--- config.mk ---
export PLATFORM = sky130hd
export DESIGN_NAME = serial_tx
export DESIGN_NICKNAME = d
export VERILOG_FILES = /design/src/rtl/serial_pkg.sv /design/src/rtl/serial_baud_gen.sv /design/src/rtl/serial_tx.sv
export SDC_FILE = /design/constraint.sdc
export NUM_CORES = 1
export LEC_CHECK = 0
export CORE_ASPECT_RATIO = 0.7
export CORE_MARGIN = 2
export CORE_UTILIZATION = 30
export CTS_CLUSTER_SIZE = 10
export DETAILED_ROUTE_END_ITERATION = 7
export HOLD_SLACK_MARGIN = 0.03
export REMOVE_ABC_BUFFERS = 1
export SLEW_MARGIN = 0
export SYNTH_ARGS = -nofsm -noshare
export SYNTH_HDL_FRONTEND = slang
export SYNTH_SLANG_ARGS = --single-unit
--- constraint.sdc ---
create_clock -name clk -period 2 [get_ports clk]
set_clock_uncertainty 0.05 [all_clocks]
set_input_delay 0.4 -clock clk [delete_from_list [all_inputs] [get_ports clk]]
set_output_delay 0.4 -clock clk [all_outputs]
set_load 0.05 [all_outputs]
--- src/rtl/serial_pkg.sv ---
// Shared types and constants for the serial transmitter.
// SERIAL_TX_PARITY_EN adds the even-parity state to the frame.
package serial_pkg;

    localparam int DATA_BITS       = 8;
    localparam int CLK_DIV_DEFAULT = 16;

    localparam logic START_BIT = 1'b0;
    localparam logic STOP_BIT  = 1'b1;

    typedef enum logic [2:0] {
        S_IDLE,
        S_START,
        S_DATA,
`ifdef SERIAL_TX_PARITY_EN
        S_PARITY,
`endif
        S_STOP
    } tx_state_e;

    function automatic logic even_parity(input logic [DATA_BITS-1:0] d);
        return ^d;
    endfunction

endpackage

--- src/rtl/serial_baud_gen.sv ---
// Bit-period counter: one-cycle tick on the last cycle of each bit.
// Held at zero while idle and cleared whenever a frame starts.
module serial_baud_gen
    import serial_pkg::*;
#(
    parameter int CLK_DIV = CLK_DIV_DEFAULT
) (
    input  logic clk,
    input  logic rst_n,
    input  logic run,
    input  logic restart,
    output logic tick
);

    localparam int CW = (CLK_DIV > 1) ? $clog2(CLK_DIV) : 1;
    localparam logic [CW-1:0] LAST = CW'(CLK_DIV - 1);

    logic [CW-1:0] cnt_q;
    logic [CW-1:0] cnt_d;

    always_comb begin
        tick  = run && (cnt_q == LAST);
        cnt_d = cnt_q;
        if (restart || !run || tick) begin
            cnt_d = '0;
        end else begin
            cnt_d = cnt_q + CW'(1);
        end
    end

    always_ff @(posedge clk) begin
        if (!rst_n) begin
            cnt_q <= '0;
        end else begin
            cnt_q <= cnt_d;
        end
    end

endmodule

--- src/rtl/serial_tx.sv ---
// Byte-wide serial transmitter with a one-deep holding register.
// SERIAL_TX_PARITY_EN inserts an even-parity bit before the stop bit.
module serial_tx
    import serial_pkg::*;
#(
    parameter int CLK_DIV = CLK_DIV_DEFAULT
) (
    input  logic                 clk,
    input  logic                 reset,
    input  logic [DATA_BITS-1:0] ParallelIn,
    input  logic                 nWE,
    output logic                 dataOut,
    output logic                 txBusy,
    output logic                 Empty
);

    tx_state_e state_q;
    tx_state_e state_d;

    logic [DATA_BITS-1:0] hold_q;
    logic [DATA_BITS-1:0] hold_d;
    logic [DATA_BITS-1:0] shift_q;
    logic [DATA_BITS-1:0] shift_d;
    logic [2:0]           bit_cnt_q;
    logic [2:0]           bit_cnt_d;
    logic                 empty_q;
    logic                 empty_d;
    logic                 pend_q;
    logic                 pend_d;
    logic                 load;
    logic                 restart;
    logic                 tick;

`ifdef SERIAL_TX_PARITY_EN
    logic parity_q;
    logic parity_d;
`endif

    serial_baud_gen #(
        .CLK_DIV (CLK_DIV)
    ) u_baud (
        .clk     (clk),
        .rst_n   (reset),
        .run     (state_q != S_IDLE),
        .restart (restart),
        .tick    (tick)
    );

    always_comb begin
        state_d   = state_q;
        hold_d    = hold_q;
        shift_d   = shift_q;
        bit_cnt_d = bit_cnt_q;
        empty_d   = empty_q;
        pend_d    = !empty_q;
        load      = 1'b0;
        restart   = 1'b0;
`ifdef SERIAL_TX_PARITY_EN
        parity_d  = parity_q;
`endif

        if (!nWE && empty_q) begin
            hold_d  = ParallelIn;
            empty_d = 1'b0;
        end

        unique case (state_q)
            S_IDLE: begin
                // pend_q delays the start one cycle after the capture
                if (pend_q && !empty_q) begin
                    load = 1'b1;
                end
            end
            S_START: begin
                if (tick) begin
                    state_d = S_DATA;
                end
            end
            S_DATA: begin
                if (tick) begin
                    shift_d   = shift_q >> 1;
                    bit_cnt_d = bit_cnt_q + 3'd1;
                    if (bit_cnt_q == 3'(DATA_BITS - 1)) begin
`ifdef SERIAL_TX_PARITY_EN
                        state_d = S_PARITY;
`else
                        state_d = S_STOP;
`endif
                    end
                end
            end
`ifdef SERIAL_TX_PARITY_EN
            S_PARITY: begin
                if (tick) begin
                    state_d = S_STOP;
                end
            end
`endif
            S_STOP: begin
                if (tick) begin
                    if (!empty_q) begin
                        load = 1'b1;
                    end else begin
                        state_d = S_IDLE;
                    end
                end
            end
            default: begin
                state_d = S_IDLE;
            end
        endcase

        if (load) begin
            state_d   = S_START;
            shift_d   = hold_q;
            bit_cnt_d = 3'd0;
            empty_d   = 1'b1;
            restart   = 1'b1;
`ifdef SERIAL_TX_PARITY_EN
            parity_d  = even_parity(hold_q);
`endif
        end
    end

    always_comb begin
        dataOut = STOP_BIT;
        unique case (state_q)
            S_START:  dataOut = START_BIT;
            S_DATA:   dataOut = shift_q[0];
`ifdef SERIAL_TX_PARITY_EN
            S_PARITY: dataOut = parity_q;
`endif
            default:  dataOut = STOP_BIT;
        endcase
    end

    assign txBusy = (state_q != S_IDLE);
    assign Empty  = empty_q;

    always_ff @(posedge clk) begin
        if (!reset) begin
            state_q   <= S_IDLE;
            hold_q    <= '0;
            shift_q   <= '0;
            bit_cnt_q <= '0;
            empty_q   <= 1'b1;
            pend_q    <= 1'b0;
        end else begin
            state_q   <= state_d;
            hold_q    <= hold_d;
            shift_q   <= shift_d;
            bit_cnt_q <= bit_cnt_d;
            empty_q   <= empty_d;
            pend_q    <= pend_d;
        end
    end

`ifdef SERIAL_TX_PARITY_EN
    always_ff @(posedge clk) begin
        if (!reset) begin
            parity_q <= 1'b0;
        end else begin
            parity_q <= parity_d;
        end
    end
`endif

endmodule

==> impl_metrics.tcl <==
set metrics [dict create \
    synth_seq_cells 27 \
    p_leak_nw 0.627 \
    place_congestion 0.817 \
    drive_gt1_share_pct 12.6 \
    synth-edff-count 0 \
    setup_tns_ns 0 \
    grt_start_max_net_pins 23 \
    fmax_mhz 533 \
    vias 879 \
    grt-ovfl-total 0 \
    p_per_area_nw_per_um2 658 \
    clock_latency_ns 0.27 \
    routedWlPerCell_microns 11.4 \
    status "finished clean" \
    layout_common_cells "dfxtp_1 (27), mux2i_1 (15), a21oi_1 (11), nor2b_1 (11)" \
    die_h_microns 57.4 \
    drtIter0Drc 15 \
    fin_crit_sh_pct 93.8 \
    ys_seq_area_share_pct 44.3 \
    slew_headroom_pct 78.9 \
    cts_max_path_buffers 2 \
    synth_area_sq_um 1220 \
    cts.root.buffer_cell "clkbuf_8" \
    placementRows 19 \
    yosysUniqueCellTypes 27 \
    first_pass_iters 4 \
    viasPerCell 4.51 \
    ys.warnings.count 0 \
    place_area_sq_um 1420 \
    layout_commonest_cell "dfxtp_1" \
    synth_flop_cell "dfxtp_1" \
    area_delta_synth_final_pct 23.0 \
    grt_pass1_wl_microns 3690 \
    cts_made_buffers 3 \
    wl_microns 2230 \
    worst_pin_slew_ns 0.313 \
    syn_area_per_cell_sq_um 9.68 \
    power_mw 0.987 \
    boundaryPins 14 \
    initial_utilization_pct 31.1 \
    synth_top_area_share_pct 44.3 \
    timing.final.hold_violations 0 \
    route.detailed.drc 0 \
    ant_nets 0 \
    track_usage_pct 10.3 \
    cp_data_arrival_time_ns 1.43 \
    start_kind "flip-flop" \
    hold_buffers 0 \
    post-route-min-period_ns 1.88 \
    dieArea_sq_um 4600 \
    antenna_found_initial 0 \
    htreeDepth 1 \
    design_area_sq_um 1500 \
    layout.nets 162 \
    path_clk_slew_ns 0.08 \
    numClockSinks 27 \
    worstHoldPathType "reg2reg" \
    drv_cap 0 \
    ir_drop_uv 448 \
    worstSetupPathType "reg2out" \
    rsz0062_at_grt "no" \
    nFillCells 387 \
    dp_hpwl_microns 1640 \
    setup_violations 0 \
    end_kind "primary output" \
    cts_tree "done" \
    slew_viol_final 0 \
    fp.coreArea_sq_um 3920 \
    synthCells 126 \
    yosysTopAreaCell "dfxtp_1" \
    synth_area_leaders "dfxtp_1 (44%), mux2i_1 (12%), ha_1 (7.2%)" \
    cp.required_ns 1.55 \
    antenna_cells 0 \
    die_x_microns 80.2 \
    numPortBuffers 13 \
    grt_pass1_vias 851 \
    path_max_fanout 5 \
    async_reset_ff_share_pct 0 \
]
[cell usage after synthesis, types with 2 or more instances]
library cell   n
nand3_1        4
clkbuf_1       2
xor2_1         2
nor2_1        10
dfxtp_1       27
o21ai_0        7
buf_6          2
a21oi_1       12
nand2_1        7
ha_1           7
mux2i_1       15
inv_1          6
nor2b_1       11
[final cells by class]
class / count / area, sq um / share of cell area, %
tap: 52 / 65.1 / 4.34
clock buffer: 4 / 45.0 / 3.00
multi-input combinational: 87 / 622 / 41.5
inverter: 6 / 22.5 / 1.50
sequential: 27 / 541 / 36.0
timing repair buffer: 19 / 205 / 13.7
[critical path, cell delays in order, from the launching register on]
cell and delay, ns:
dfxtp_1 0.38, inv_1 0.08, ha_2 0.22, inv_1 0.11
nor2_1 0.06, a21oi_2 0.15, buf_12 0.15
[registers in the layout, summed over array words and instances, names as in the netlist]
register / count
hold_q: 8
shift_q: 8
u_baud.cnt_q: 4
bit_cnt_q: 3
state_q: 2
Empty: 1
pend_q: 1
[routing by layer]
layer	global-route usage (%)	share of wire (%)
met1	13.6	51
met2	16.8	45
met3	3.48	4.1
met4	1.45	0.54
met5	0	0
[per-stage QoR]
step	setup WS, ns	hold slack [ns]	std cells	util [%]
final	0.125	0.396	195	38.2
after global placement	0.109	0.383	189	36.2
after CTS	0.000693	0.400	193	37.4
after detailed placement	0.0372	0.387	189	36.2
after floorplan	0.0179	0.368	120	-
after global routing	0.0371	0.421	195	38.2
[power by group]
part	internal, mW	total, mW	switching [mW]
clock network	0.143	0.306	0.164
logic	0.0591	0.112	0.0527
registers	0.556	0.569	0.0128
total	0.758	0.987	0.229
[cells by family after synthesis]
logic type | count (synthesis) | share of synthesized area [%]
XOR/XNOR | 3 | 2.15
AND/OR/NAND/NOR | 36 | 15.6
multiplexers | 15 | 12.3
adder cells (fa/ha/maj) | 7 | 7.18
buffers and inverters | 12 | 5.33
flip-flops | 27 | 44.3
AO/OA/AOI/OAI | 26 | 13.1
[worst paths after layout]
check	cells after the start	from	end	slack, ns
max	6	state_q[0]$_SDFFE_PN0P_	dataOut	0.12
min reg2reg	1	u_baud.cnt_q[0]$_SDFF_PP0_	u_baud.cnt_q[0]$_SDFF_PP0_	0.40
max reg2reg	7	state_q[0]$_SDFFE_PN0P_	shift_q[3]$_SDFFE_PN0P_	0.17
min	1	u_baud.cnt_q[0]$_SDFF_PP0_	u_baud.cnt_q[0]$_SDFF_PP0_	0.40
[timing repair]
action                                  CTS  global route
endpoints found under the setup margin    0            13
gates resized for setup                   0             3
buffers inserted                          0             2
(Power assumes the default switching activity.)
